--- src/rtl/axis_dwidth_64to16_pkg.sv ---
// Shared AXI-Stream constants and helpers for the 64->16 width converter.
package axis_dwidth_64to16_pkg;

    localparam int AXIS_LANES     = 4;
    localparam int AXIS_LANE_W    = 16;
    localparam int AXIS_KEEP_W    = 2;
    localparam int AXIS_IN_W      = AXIS_LANES * AXIS_LANE_W;
    localparam int AXIS_IN_KEEP_W = AXIS_LANES * AXIS_KEEP_W;

    typedef logic [AXIS_LANES-1:0] lane_mask_t;
    typedef logic [1:0]            lane_idx_t;

    // Lane k is kept when its keep pair has any byte set, or always when
    // null lanes are to be emitted.
    function automatic lane_mask_t keep_to_mask(input logic [AXIS_IN_KEEP_W-1:0] tkeep,
                                                input logic skip_null);
        lane_mask_t m;
        for (int k = 0; k < AXIS_LANES; k++)
            m[k] = skip_null ? |tkeep[k*AXIS_KEEP_W +: AXIS_KEEP_W] : 1'b1;
        return m;
    endfunction

endpackage

--- src/rtl/axis_dwidth_64to16_lane_prio_enc.sv ---
// Lowest-set-bit encoder for the remaining-lane mask.
module lane_prio_enc
    import axis_dwidth_64to16_pkg::*;
(
    input  logic [AXIS_LANES-1:0] mask,
    output logic [1:0]            idx,
    output logic                  one_left
);

    // Scan from the top down so the lowest set bit wins; idx is 0 on an empty mask.
    always_comb begin
        idx = '0;
        for (int k = AXIS_LANES - 1; k >= 0; k--)
            if (mask[k]) idx = lane_idx_t'(k);
    end

    assign one_left = (mask != '0) && ((mask & (mask - lane_mask_t'(1))) == '0);

endmodule

--- src/rtl/axis_dwidth_64to16.sv ---
// AXI-Stream 64-bit to 16-bit width converter with one-beat buffer,
// optional null-lane skipping and a master-side frame counter.
module axis_dwidth_64to16
    import axis_dwidth_64to16_pkg::*;
#(
    parameter int SKIP_NULL = 1
) (
    input  logic                      clk,
    input  logic                      rst_n,
    input  logic [AXIS_IN_W-1:0]      s_axis_tdata,
    input  logic [AXIS_IN_KEEP_W-1:0] s_axis_tkeep,
    input  logic                      s_axis_tlast,
    input  logic                      s_axis_tvalid,
    output logic                      s_axis_tready,
    output logic [AXIS_LANE_W-1:0]    m_axis_tdata,
    output logic [AXIS_KEEP_W-1:0]    m_axis_tkeep,
    output logic                      m_axis_tlast,
    output logic                      m_axis_tvalid,
    input  logic                      m_axis_tready,
    output logic [15:0]               frame_cnt,
    output logic                      null_last_drop
);

    logic [AXIS_LANES-1:0][AXIS_LANE_W-1:0] buf_data;
    logic [AXIS_LANES-1:0][AXIS_KEEP_W-1:0] buf_keep;
    lane_mask_t                             buf_mask;
    logic                                   buf_last;
    logic                                   buf_vld;

    lane_idx_t  cur_idx;
    logic       one_left;
    lane_mask_t new_mask;
    logic       m_hs;
    logic       s_hs;

    lane_prio_enc u_prio (
        .mask     (buf_mask),
        .idx      (cur_idx),
        .one_left (one_left)
    );

    assign new_mask = keep_to_mask(s_axis_tkeep, SKIP_NULL != 0);

    // Outputs are gated by rst_n so nothing leaks out before the first reset edge.
    assign m_axis_tvalid = rst_n && buf_vld && (buf_mask != '0);
    assign m_axis_tdata  = buf_data[cur_idx];
    assign m_axis_tkeep  = buf_keep[cur_idx];
    assign m_axis_tlast  = buf_last && one_left;

    // Accept a new beat while the final lane of the current one drains: no bubble.
    assign s_axis_tready = rst_n && (!buf_vld || (m_axis_tready && m_axis_tvalid && one_left));

    assign m_hs = m_axis_tvalid && m_axis_tready;
    assign s_hs = s_axis_tvalid && s_axis_tready;

    // Buffer load/drain, frame counting and the null-last pulse.
    always_ff @(posedge clk) begin
        if (!rst_n) begin
            buf_data       <= '0;
            buf_keep       <= '0;
            buf_mask       <= '0;
            buf_last       <= 1'b0;
            buf_vld        <= 1'b0;
            frame_cnt      <= '0;
            null_last_drop <= 1'b0;
        end else begin
            null_last_drop <= 1'b0;
            if (m_hs) begin
                buf_mask <= buf_mask & ~(lane_mask_t'(1) << cur_idx);
                if (one_left)     buf_vld   <= 1'b0;
                if (m_axis_tlast) frame_cnt <= frame_cnt + 16'd1;
            end
            // A beat with no kept lane never enters the buffer.
            if (s_hs) begin
                if (new_mask != '0) begin
                    buf_data <= s_axis_tdata;
                    buf_keep <= s_axis_tkeep;
                    buf_mask <= new_mask;
                    buf_last <= s_axis_tlast;
                    buf_vld  <= 1'b1;
                end else begin
                    null_last_drop <= s_axis_tlast;
                end
            end
        end
    end

endmodule

--- config.mk ---
export PLATFORM = sky130hd
export DESIGN_NAME = axis_dwidth_64to16
export DESIGN_NICKNAME = d
export VERILOG_FILES = /design/src/rtl/axis_dwidth_64to16_pkg.sv /design/src/rtl/axis_dwidth_64to16_lane_prio_enc.sv /design/src/rtl/axis_dwidth_64to16.sv
export SDC_FILE = /design/constraint.sdc
export NUM_CORES = 1
export LEC_CHECK = 0
export CORE_ASPECT_RATIO = 1.2
export CORE_UTILIZATION = 51
export CTS_BUF_LIST = sky130_fd_sc_hd__clkbuf_4 sky130_fd_sc_hd__clkbuf_8
export DETAILED_ROUTE_END_ITERATION = 8
export GPL_TIMING_DRIVEN = 0
export PLACE_DENSITY = 0.85
export SLEW_MARGIN = 5
export SYNTH_ARGS = -nofsm -noshare
export SYNTH_HDL_FRONTEND = slang
export SYNTH_SLANG_ARGS = --single-unit
--- constraint.sdc ---
create_clock -name clk -period 2.6 [get_ports clk]
set_input_delay 0.39 -clock clk [delete_from_list [all_inputs] [get_ports clk]]
set_output_delay 0.39 -clock clk [all_outputs]
set_load 0.03 [all_outputs]
==> metrics.cfg <==
[placed_design]
place.gp.congestion = 0.923
dp_cells = 760
dpl.hpwl_um = 9530
dp_slack_ns = -0.646
port_buffers = 113

[synth]
synth.most_common_cell = nand2_1
synth_edf_count = 0
yosys-top-cells-count = nand2_1 (157), dfxtp_1 (95), mux2i_1 (94), o21ai_0 (28), clkbuf_1 (26)
synth.area.top_cells = dfxtp_1 (42%), mux2i_1 (21%), nand2_1 (13%), o21ai_0 (3.1%), a22oi_1 (3.0%)
synthCells = 530
mappedNetlistArea_sq_um = 4550
ys_types = 41
synth_top_area_cell = dfxtp_1
syn_nets = 608
synthArstFlopShare_pct = 0
ys_seq_area_share_pct = 41.8
ys_seq_elements = 95
synth_flop_cell = dfxtp_1
synthDominantCellAreaShare_pct = 41.8
synth_warnings = 0
avgSynthCellArea_sq_um = 8.58

[power]
power_mw = 3.36
vdd_drop_max_v = 0.000308
p_leak_nw = 2.40
p_sw_share_pct = 31.4
power_density_nw_per_um2 = 548
pwr-share-seq_pct = 47.7
internal-power_mw = 2.30
p_sw_mw = 1.05
p_comb_share_pct = 23.8
p_clk_share_pct = 28.5

[routing]
vias = 4461
drcViolationCount = 0
first_iter_violations = 308
avgRoutedWirePerCell_um = 16.7
ant_nets = 0
dr.pass1.iters = 5
vias_per_cell = 5.70
routed_wl_um = 13000

[global_route]
grt_pass1_vias = 4511
grt_pass1_wl_um = 21100
grt_start_max_net_pins = 18
antenna_found_initial = 0
grt_usage_pct = 29.4
overflow = 0

[worst_setup_path]
crit_start = buf_mask[3]
cp.required_ns = 2.21
worstSetupEndpointType = output pin
worst-endpoint-arrival_ns = 2.22
critPathLaunchType = flip-flop
path_class = flip-flop to output pin
cp_max_fo = 10
r2r_start = buf_mask[0]

[floorplan]
die_w_um = 88.2
num_io_pins = 115
placementRows = 37
core_area_sq_um = 8610
die_h_um = 105
initial_core_util_pct = 52.8
die-area_sq_um = 9300

[flow_run]
maxCapViolCount = 0

[sta]
fin_worst_skew_ns = 0.0125
finalCriticalPeriod_ns = 2.61
finalHoldViolations = 0
worstMarginPinSlew_ns = 0.679
timing.setup.tns_ns = -0.0257
relSlewSlack_pct = 54.3
drv_slew = 0
rsz0062_at_grt = yes
worst_slack_ns = -0.0138
fmax_mhz = 383
setup_violations = 2
fin_crit_sh_pct = 101

[clocking]
cts_buffers = 9
holdBufCountCts = 0
cts_tree = yes
cts_max_path_buffers = 2
clock-sinks = 95
clockRootBuffer = clkbuf_8
cts_max_level = 3
insertion_delay_ns = 0.38
clk_pin_slew_ns = 0.10

[min_path]
holdCritStartpoint = rst_n
hp-class = input port to flip-flop

[outcome]
violations = negative setup slack
outcome = complete, but fails checks

[final_layout]
n_antenna_cell = 0
finalNetCount = 738
layout-drive-gt1-share_pct = 11.4
area_growth_pct = 34.6
fin_cells = 782
utilization_pct = 71.1

## critical path, cell delays in order, from the launching register on
cell,delay [ns]
dfxtp_1,0.39
clkbuf_4,0.22
nor2b_1,0.17
o21bai_2,0.11
buf_6,0.16
buf_12,0.13
mux2i_1,0.12
o21ai_0,0.31
buf_4,0.23
## repair_timing
| action | in CTS | in global routing |
|---|---|---|
| pin swaps | 2 | 1 |
| gates resized for setup | 105 | 49 |
| buffers inserted | 5 | 0 |
| setup endpoints to repair | 19 | 20 |
| gates cloned | 0 | 2 |
## area by class of cell
type | count | area, sq um
Multi-Input combinational cell | 389 | 2490
Timing Repair Buffer | 120 | 1140
Inverter | 2 | 7.51
Clock buffer | 10 | 138
Sequential cell | 95 | 1900
Tap cell | 117 | 146
Buffer | 43 | 250
Clock inverter | 6 | 50.0
Fill cell | 648 | 2490
## cell families after synthesis
group | share of synthesized area (%)
buf+inv | 4.98
flops | 41.8
mux | 20.7
compound gates | 11.2
fa+ha+maj | 0.275
simple gates | 20.9
xor+xnor | 0.193
## registers in the layout, indices dropped and copies added (netlist names)
signal	count
frame_cnt	16
buf_vld	1
buf_last	1
buf_mask	4
buf_keep	8
buf_data	64
null_last_drop	1
## power by group through the flow
stage	clock [mW]	sequential [mW]	combinational [mW]
floorplan	0	1.61	0.442
global placement	0	1.62	0.726
detailed placement	0	1.63	0.739
CTS	0.958	1.60	0.761
global route	1.02	1.61	0.854
finish	0.955	1.60	0.799
## per-layer routing
metal	wire length [um]	GRT usage, %
met5	0	0
met4	652	16.4
met3	833	5.09
met2	6480	50.2
met1	5070	34.1
## cells in the final DEF, fill, tap and decap left out, types with 3 or more instances in the layout
cell	instances
nand2_1	157
dfxtp_1	94
clkdlybuf4s50_1	93
mux2i_1	89
clkbuf_1	22
buf_4	21
o21ai_0	21
a22oi_1	17
a21oi_1	15
or4_1	14
o31ai_1	11
clkbuf_8	10
buf_2	9
nand3_1	9
o21ai_1	8
clkbuf_2	6
buf_6	5
o22ai_1	4
nor3_1	3
mux2i_4	3
nor3b_1	3
inv_6	3
## path summary, 6_finish.rpt
kind	to	slack (ns)	depth (start not counted)
worst min-delay path	frame_cnt[15]	0.34	3
worst max register to register	buf_mask[1]	0.47	7
worst min register to register	buf_data[11]	0.46	2
worst max-delay path	m_axis_tdata[10]	-0.01	8
## per-stage QoR
stage / hold slack (ns) / area (sq um)
floorplan: 0.434 / 4550
global placement: 0.442 / 5830
detailed placement: 0.450 / 5830
CTS: 0.341 / 6080
global route: 0.364 / 6120
finish: 0.344 / 6120
Power figures use the tool's default switching activity.
